### config.mk
export PLATFORM = sky130hd
export DESIGN_NAME = prefetch_queue
export DESIGN_NICKNAME = d
export VERILOG_FILES = /design/src/rtl/prefetch_queue_pkg.sv /design/src/rtl/prefetch_queue_hs_sync.sv /design/src/rtl/prefetch_queue.sv
export SDC_FILE = /design/constraint.sdc
export NUM_CORES = 1
export LEC_CHECK = 0
export ABC_AREA = 1
export CAP_MARGIN = 20
export CORE_MARGIN = 4
export CORE_UTILIZATION = 55
export DETAILED_ROUTE_END_ITERATION = 10
export PLACE_DENSITY = 0.89
export SYNTH_ARGS = -nofsm -noshare
export SYNTH_HDL_FRONTEND = slang
export SYNTH_HIERARCHICAL = 1
export SYNTH_SLANG_ARGS = --single-unit
export TNS_END_PERCENT = 100
### constraint.sdc
create_clock -name clk -period 5.3 [get_ports clk]
set_input_delay 1.06 -clock clk [delete_from_list [all_inputs] [get_ports clk]]
set_output_delay 1.06 -clock clk [all_outputs]
set_load 0.01 [all_outputs]
### src/rtl/prefetch_queue_pkg.sv
// Shared definitions for the prefetch queue: fetch FSM encoding and
// elaboration-time parameter legality helper.
package prefetch_queue_pkg;

    typedef enum logic [0:0] {
        FETCH_IDLE = 1'b0,
        FETCH_WAIT = 1'b1
    } fetch_state_t;

    function automatic bit depth_is_legal(input int unsigned depth);
        return (depth >= 32'd2) && ((depth & (depth - 32'd1)) == 32'd0);
    endfunction

endpackage

### src/rtl/prefetch_queue_hs_sync.sv
// Multi-flop synchroniser for one toggle-handshake bit; clears to 0 on reset
// so both handshake phases realign with the peers.
module prefetch_queue_hs_sync #(
    parameter int unsigned STAGES = 2
) (
    input  logic clk,
    input  logic reset,
    input  logic d,
    output logic q
);

    logic [STAGES-1:0] chain_r;

    // Shift the raw input through the synchroniser chain.
    always_ff @(posedge clk or posedge reset) begin
        if (reset) begin
            chain_r <= {STAGES{1'b0}};
        end else begin
            chain_r[0] <= d;
            for (int i = 1; i < STAGES; i++) begin
                chain_r[i] <= chain_r[i-1];
            end
        end
    end

    assign q = chain_r[STAGES-1];

endmodule

### src/rtl/prefetch_queue.sv
// Prefetch stage between instruction ROM and issuer: fetches sequential words
// into a small queue via toggle handshakes and serves issuer requests from it.
module prefetch_queue
    import prefetch_queue_pkg::*;
#(
    parameter int unsigned       DATA_W      = 32,
    parameter int unsigned       ADDR_W      = 32,
    parameter int unsigned       DEPTH       = 4,
    parameter int unsigned       PC_STEP     = 4,
    parameter logic [ADDR_W-1:0] RESET_PC    = {ADDR_W{1'b0}},
    parameter int unsigned       SYNC_STAGES = 2
) (
    input  logic                    clk,
    input  logic                    reset,
    input  logic                    flushIn,
    input  logic [ADDR_W-1:0]       pcIn,
    output logic [ADDR_W-1:0]       addrOut,
    output logic                    triggerOut,
    input  logic                    readyIn,
    input  logic [DATA_W-1:0]       dataIn,
    input  logic                    triggerIn,
    output logic                    readyOut,
    output logic [DATA_W-1:0]       dataOut,
    output logic [ADDR_W-1:0]       pcOut,
    output logic [$clog2(DEPTH):0]  countOut
);

    localparam int unsigned PTR_W = $clog2(DEPTH);
    localparam int unsigned CNT_W = PTR_W + 1;
    localparam logic [CNT_W-1:0] CNT_FULL = CNT_W'(DEPTH);
    localparam logic [CNT_W-1:0] CNT_ONE  = CNT_W'(1);
    localparam logic [PTR_W-1:0] PTR_ONE  = PTR_W'(1);

    if (!depth_is_legal(DEPTH) || (SYNC_STAGES < 32'd1) || (ADDR_W < 32'd1)) begin : g_param_check
        $error("prefetch_queue: DEPTH must be a power of 2 >= 2, SYNC_STAGES >= 1");
    end

    fetch_state_t      state_r;
    logic [ADDR_W-1:0] fetch_pc_r;
    logic              discard_r;

    logic [DATA_W-1:0] data_mem_r [DEPTH];
    logic [ADDR_W-1:0] pc_mem_r   [DEPTH];
    logic [PTR_W-1:0]  wr_ptr_r;
    logic [PTR_W-1:0]  rd_ptr_r;

    logic rdy_s;
    logic trg_s;
    logic ack_s;
    logic push_s;
    logic pop_s;
    logic issue_s;

    prefetch_queue_hs_sync #(
        .STAGES (SYNC_STAGES)
    ) u_rdy_sync (
        .clk   (clk),
        .reset (reset),
        .d     (readyIn),
        .q     (rdy_s)
    );

    prefetch_queue_hs_sync #(
        .STAGES (SYNC_STAGES)
    ) u_trg_sync (
        .clk   (clk),
        .reset (reset),
        .d     (triggerIn),
        .q     (trg_s)
    );

    // Flush cancels any push or pop in its cycle; a word acked while discarding is dropped.
    assign ack_s   = (state_r == FETCH_WAIT) && (rdy_s == triggerOut);
    assign push_s  = ack_s && !discard_r && !flushIn;
    assign pop_s   = (trg_s != readyOut) && (countOut != {CNT_W{1'b0}}) && !flushIn;
    assign issue_s = (state_r == FETCH_IDLE) && (countOut < CNT_FULL) && !flushIn;

    // Fetch FSM: one outstanding ROM request at a time, plus fetch PC tracking.
    always_ff @(posedge clk or posedge reset) begin
        if (reset) begin
            state_r    <= FETCH_IDLE;
            addrOut    <= {ADDR_W{1'b0}};
            triggerOut <= 1'b0;
            discard_r  <= 1'b0;
            fetch_pc_r <= RESET_PC;
        end else begin
            case (state_r)
                FETCH_IDLE: begin
                    if (issue_s) begin
                        addrOut    <= fetch_pc_r;
                        triggerOut <= ~triggerOut;
                        state_r    <= FETCH_WAIT;
                    end else begin
                        state_r    <= FETCH_IDLE;
                    end
                end
                FETCH_WAIT: begin
                    if (ack_s) begin
                        state_r   <= FETCH_IDLE;
                        discard_r <= 1'b0;
                    end else if (flushIn) begin
                        discard_r <= 1'b1;
                    end else begin
                        state_r   <= FETCH_WAIT;
                    end
                end
                default: begin
                    state_r   <= FETCH_IDLE;
                    discard_r <= 1'b0;
                end
            endcase

            if (flushIn) begin
                fetch_pc_r <= pcIn;
            end else if (push_s) begin
                fetch_pc_r <= fetch_pc_r + ADDR_W'(PC_STEP);
            end else begin
                fetch_pc_r <= fetch_pc_r;
            end
        end
    end

    // Queue storage; contents are don't-care until written, so no reset.
    always_ff @(posedge clk) begin
        if (push_s) begin
            data_mem_r[wr_ptr_r] <= dataIn;
            pc_mem_r[wr_ptr_r]   <= fetch_pc_r;
        end
    end

    // Queue pointers and occupancy; pointers wrap naturally at DEPTH.
    always_ff @(posedge clk or posedge reset) begin
        if (reset) begin
            wr_ptr_r <= {PTR_W{1'b0}};
            rd_ptr_r <= {PTR_W{1'b0}};
            countOut <= {CNT_W{1'b0}};
        end else if (flushIn) begin
            wr_ptr_r <= {PTR_W{1'b0}};
            rd_ptr_r <= {PTR_W{1'b0}};
            countOut <= {CNT_W{1'b0}};
        end else begin
            if (push_s) begin
                wr_ptr_r <= wr_ptr_r + PTR_ONE;
            end
            if (pop_s) begin
                rd_ptr_r <= rd_ptr_r + PTR_ONE;
            end
            case ({push_s, pop_s})
                2'b10:   countOut <= countOut + CNT_ONE;
                2'b01:   countOut <= countOut - CNT_ONE;
                default: countOut <= countOut;
            endcase
        end
    end

    // Issuer side: deliver the head word and acknowledge by toggling readyOut.
    always_ff @(posedge clk or posedge reset) begin
        if (reset) begin
            readyOut <= 1'b0;
            dataOut  <= {DATA_W{1'b0}};
            pcOut    <= {ADDR_W{1'b0}};
        end else if (pop_s) begin
            readyOut <= ~readyOut;
            dataOut  <= data_mem_r[rd_ptr_r];
            pcOut    <= pc_mem_r[rd_ptr_r];
        end else begin
            readyOut <= readyOut;
        end
    end

endmodule
==> run metrics, run 1 <==
Slew @ Worst Pin=roughly 1100 ps; Rows=62; routed wl met2=between 15 and 20 mm; H-tree depth=2; post-synthesis adder-cell area fraction=less than 1%; slowest stage delay, CP=~760 ps; highest-count cells in the layout ignoring fill and taps=379 x nand2_1, 256 x edfxtp_1, 180 x o21ai_0, 180 x nor2_1, 169 x clkdlybuf4s50_1; final max-slew violation count=0; remaining antenna violation count=0; # DRC=0; critical path startpoint category=input port; Routed WL=38.27 mm; f_max=between 200 and 300 MHz; number of warnings issued by yosys=6; hpwl dp=approximately 23 mm; PortBufs=between 150 and 200; Die ar.=about 32,000 µm²; Final Hold Viols=0; router iterations before antenna repair=7; length of routed met3 wiring=4.082 mm; die height=178.2 µm; CTS tree=yes; final setup TNS=0 ps; commonest non-fill, non-tap cell in the layout=nand2_1; TritonCTS buffer count=40; antenna cells=0; clock slew at reported path FFs=around 60 ps; initial antenna violation count=1; Post-Syn Nets=1,517; endpoints failing setup=0; Leak=approximately 7.6 nW; P per Cell Area=between 500 and 600 nW/µm²; Via Count=11,450; CP cell instances=clkdlybuf4s50_1, inv_1, nand3_1, nor2_4, buf_4; crit path kind=in2reg; largest net degree at the start of global routing=97; die span in x=approximately 180 µm; slew margin rel.=between 20 and 30%; HP Class=reg2reg; Worst Setup End Kind=flop; post-synthesis sequential area ratio=a little over two thirds; Post CTS Setup Buffer Count=0; clk sinks=~400; Routed WL per cell=approximately 19 µm; RSZ-0062 raised after global routing=no; dominant synthesized flop cell=edfxtp_1; initial core utilization=between 50 and 60%; Syn Inst Count=about 1,400; clock buffer depth=3; Netlist cell types=32; crit path max fanout=between 60 and 70; Final Critical Period=roughly 3400 ps; Synth Area in XOR/XNOR=0.7149%; final worst clock skew=approximately 14 ps; vias in the first global route=11,360; total track usage=a little under a quarter; CP required=~5500 ps; uppermost routed layer=met5; GRT overflow=0; clk_lat worst skew=roughly 530 ps; Crit-path slowest cell=buf_4; fillers=roughly 1,900; Post-Synth Simple-Gate Area=15.20%; DRT iter0 DRCs=1,327; CTS root buf=clkbuf_16; post-synthesis compound-gate area fraction=under 10%; post-synthesis mux area share=less than 1%; CTS Hold Bufs=0; synth-to-layout area growth=21.14%; # nets final=about 1,700; Yosys reg bits=roughly 400; Worst Path Arrival=around 3500 ps; GPL Wtd Cong=0.9491; Core ar.=about 29,000 µm²; first-pass GRT wire length=approximately 59 mm; post-layout util=around two thirds; Async SR Flop Fraction=~36%; vias per cell=5.689; Resized Gates After CTS=0; layout cells sized above 1=under 10%; io pins=170; post-synthesis average cell area=11.04 µm²; Metal-1 WL=between 10 and 15 mm; period utilization=approximately 64%; mapped cell area=roughly 16,000 µm²; outcome=finished clean; max cap viols=0; Peak VDD IR=between 0.0002 and 0.0003 V; largest family of logic cells by synthesized area=simple AND/OR/NAND/NOR gates; Post-synth EDFFs=256
-- routing by layer --
metal	global-route usage, %	up-vias
li1	-	5228
met1	32.09	5483
met2	38.08	646
met3	5.808	92
met4	9.146	2
met5	0	-
-- critical path, delay by kind of cell --
family | cells | cell delay (ps)
buf+inv | 3 | 1550
simple gates | 2 | 840
-- stage by stage --
step                setup slack, ps  area, µm²  hold slack (ps)  total power [mW]  instances
floorplan                     515.5      15930            331.2             5.703       1442
global placement               1504      17950            331.6             6.882       1939
detailed placement             1445      17950            338.6             6.995       1939
CTS                            1988      19270            352.9             9.807       2012
global route                   1783      19290            365.8             10.32       2013
finish                         1932      19290            350.7             9.796       2013
-- kinds of logic after synthesis --
| group | Yosys count |
|---|---|
| buf+inv | 142 |
| flops | 399 |
| compound gates | 263 |
| fa+ha+maj | 6 |
| simple gates | 616 |
| mux | 3 |
| xor+xnor | 13 |
-- final cells by class --
type	instances	area, µm²	share of cell area, %
tap	384	480.5	2.490
clock buffer	59	1175	6.090
multi-input combinational	901	4125	21.38
sequential	399	11270	58.42
clock inverter	14	137.6	0.7134
inverter	71	272.8	1.414
timing repair buffer	185	1832	9.494
-- report_power, final --
part	switching (mW)	internal (mW)	leakage, nW
logic	1.53	1.15	2.85
clock network	1.15	1.64	0.644
registers	0.434	3.89	4.08
total	3.12	6.68	7.57
-- cell usage after synthesis, types with 3 or more instances --
| cell type | n | area share [%] |
|---|---|---|
| o22ai_1 | 65 | 2.6 |
| buf_2 | 26 | 0.82 |
| nand3_1 | 33 | 1.0 |
| ha_1 | 5 | 0.39 |
| dfrtp_1 | 143 | 22 |
| nor3_1 | 6 | 0.19 |
| xor2_1 | 12 | 0.66 |
| nand4_1 | 4 | 0.16 |
| clkbuf_1 | 41 | 0.97 |
| nand2_1 | 379 | 8.9 |
| nand3_2 | 3 | 0.19 |
| edfxtp_1 | 256 | 48 |
| inv_1 | 69 | 1.6 |
| o211ai_1 | 6 | 0.28 |
| o21ai_0 | 180 | 5.7 |
| mux2_2 | 3 | 0.21 |
| nor2_2 | 3 | 0.12 |
| a21oi_1 | 6 | 0.19 |
| nor2_1 | 184 | 4.3 |
-- final timing paths --
check,end,depth (start not counted),slack [ps],startpoint
max in group asynchronous,fetch_pc_r[25],3,3290,reset
min reg2reg,u_rdy_sync/chain_r[1],0,350,u_rdy_sync/chain_r[0]
max reg2reg,data_mem_r[2][14],8,2500,triggerOut
min in group asynchronous,u_rdy_sync/chain_r[1],2,840,reset
min,u_rdy_sync/chain_r[1],0,350,u_rdy_sync/chain_r[0]
max,data_mem_r[2][14],5,1930,flushIn
-- flip-flops by register name (all words and copies together), names as in the netlist --
name,flops
data_mem_r,128
pc_mem_r,128
addrOut,32
dataOut,32
fetch_pc_r,32
pcOut,32
countOut,3
rd_ptr_r,2
u_rdy_sync/chain_r,2
u_trg_sync/chain_r,2
wr_ptr_r,2
discard_r,1
readyOut,1
state_r,1
triggerOut,1
No activity file was read; power rests on OpenSTA's default activity.
==> inputs of run 2 (changes only) <==
- clock period: 5.3 -> 3.4 ns (I/O delays scaled with it)
==> run 2 against run 1 <==
Against the previous run:
- utilization grew 0.62 points
- non-clock buffer count is 12 higher
- cell count increased by 0.65%
- global-route usage rose by 0.48 points
- highest routed layer is now met4
- sequential share of layout area down 0.53 points
- clock skew up 2.4 ps
- clock-buffer cell count down 5
- critical path type is now reg2reg
- worst setup slack got worse by 910 ps
==> run metrics, run 2 (same netlist as run 1, synthesis figures left out) <==
outcome=finished clean; initial core utilization=55.64% (unchanged); f_max=approximately 420 MHz; Hold WS=348.8 ps (-1.929 ps); Via Count=11,330 (-1.0%); largest net degree at the start of global routing=87 (-10%); # nets final=1,685 (+0.72%); Peak VDD IR=0.0005201 V (+91%); final max-slew violation count=0 (unchanged); slowest stage delay, CP=740 ps (-20 ps); DRT iter0 DRCs=1,008 (-24%); uppermost routed layer=met4; H-tree depth=2 (unchanged); # DRC=0 (unchanged); Worst Path Arrival=2840 ps (-680 ps); die height=178.2 µm (unchanged); P per Cell Area=791.2 nW/µm² (+56%); critical path startpoint category=flop; io pins=170 (unchanged); fillers=1,942 (+1.6%); Final Hold Viols=0 (unchanged); CP Buf/Inv Count=2 (-1); overall power=15.41 mW (+57%); cell family with the largest share of critical-path delay=buffers and inverters; CTS Hold Bufs=0 (unchanged); final setup TNS=0 ps (unchanged); vias per cell=5.594 (-1.7%); endpoints failing setup=0 (unchanged); Worst Setup End Kind=flop; routed wl met2=18.93 mm (+2.9%); synth-to-layout area growth=22.25%; HP Class=reg2reg; Core ar.=28,630 µm² (unchanged); crit path kind=reg2reg; Routed WL per cell=19.07 µm (+0.33%); Leak=7.654 nW (+1.1%); PortBufs=169 (unchanged); highest-count cells in the layout ignoring fill and taps=379 x nand2_1, 256 x edfxtp_1, 180 x o21ai_0, 180 x nor2_1, 169 x clkdlybuf4s50_1; clock slew at reported path FFs=60 ps (about the same); Rows=62 (unchanged); crit path max fanout=86 (+34%); remaining antenna violation count=0 (unchanged); hpwl dp=23.70 mm (+4.0%); clk sinks=399 (unchanged); length of routed met3 wiring=3.180 mm (-22%); Resized Gates After CTS=0 (unchanged); initial antenna violation count=0 (-1); Die ar.=31,740 µm² (unchanged); layout cells sized above 1=6.821% (+0.56 points); Slew @ Worst Pin=838.9 ps (-234.9 ps); RSZ-0062 raised after global routing=no; GRT overflow=0 (unchanged); clock buffer depth=3 (unchanged); antenna cells=0 (unchanged); Metal-1 WL=15.54 mm (+5.9%); CTS root buf=clkbuf_16; commonest non-fill, non-tap cell in the layout=nand2_1; final worst clock skew=16.03 ps (+2.447 ps); first-pass GRT wire length=60.32 mm (+2.0%); Routed WL=38.64 mm (+0.98%); Crit-path slowest cell=buf_4; largest registers=data_mem_r (128), pc_mem_r (128); total track usage=24.32% (+0.48 points); slew margin rel.=44.07% (+16 points); vias in the first global route=11,580 (+1.9%); max cap viols=0 (unchanged); CTS tree=yes; period utilization=around 70%; CP required=3870 ps (-1580 ps); clk_lat worst skew=540 ps (about the same); die span in x=178.2 µm (unchanged); Final Critical Period=2374 ps; TritonCTS buffer count=40 (unchanged); router iterations before antenna repair=5 (-2); Post CTS Setup Buffer Count=0 (unchanged); CP cell instances=buf_4, buf_4, o21ai_0, o22ai_1, nand2_1, nand2_1; GPL Wtd Cong=0.9037 (-4.8%)
run 2: cell count changes in the layout (fill, tap and decap cells not counted), moves of 2 or more:
cell | before | now
bufinv_16 | 2 | 5
clkinv_1 | 2 | 6
buf_4 | 15 | 22
buf_12 | 0 | 6
clkbuf_16 | 42 | 40
clkbuf_8 | 6 | 4
inv_6 | 3 | 1
run 2: layout make-up:
type                    count  area [µm²]  area share (%)
clock buffers              54        1094           5.617
clock inverters            20       251.5           1.292
inverters                  71       271.5           1.395
multi-input cells         901        4125           21.19
flip-flops and latches    399       11270           57.89
well taps                 384       480.5           2.468
repair buffers            197        1977           10.15
run 2: final timing paths:
| check | startpoint | to | slack (ps) | depth (start not counted) |
|---|---|---|---|---|
| hold reg to reg | u_trg_sync/chain_r[0] | u_trg_sync/chain_r[1] | 350 | 0 |
| min in group asynchronous | reset | u_rdy_sync/chain_r[1] | 400 | 2 |
| setup / recovery | rd_ptr_r[0] | pcOut[27] | 1030 | 6 |
| hold / removal | u_trg_sync/chain_r[0] | u_trg_sync/chain_r[1] | 350 | 0 |
| max in group asynchronous | reset | rd_ptr_r[0] | 2010 | 3 |
| setup reg to reg | rd_ptr_r[0] | pcOut[27] | 1030 | 6 |
run 2: where the power goes:
part | internal, mW | total (mW) | leakage (nW) | switching (mW)
Clock | 2.66 | 4.46 | 0.658 | 1.80
Sequential | 6.05 | 6.69 | 4.08 | 0.638
Combinational | 1.83 | 4.25 | 2.92 | 2.42
run 2: layer usage:
layer | global-route usage (%) | vias up
li1 | - | 5254
met5 | 0 | -
met1 | 32.92 | 5448
met3 | 4.366 | 86
met2 | 40.15 | 545
met4 | 8.507 | 0
run 2: per-stage QoR:
stage	util [%]	area, µm²	setup WS (ps)	std cells
final	68.02	19470	1026	2026
after global routing	68.02	19470	808.5	2026
after CTS	68.02	19470	1037	2026
after detailed placement	63.32	18120	658.4	1952
after global placement	63.32	18120	661.5	1952
after floorplan	-	15930	-824.7	1442
run 2: worst register-to-register path, stage by stage (launching register included):
cell	delay (ps)
dfrtp_4	410
buf_4	390
buf_4	750
o21ai_0	250
o22ai_1	340
nand2_1	80
nand2_1	90
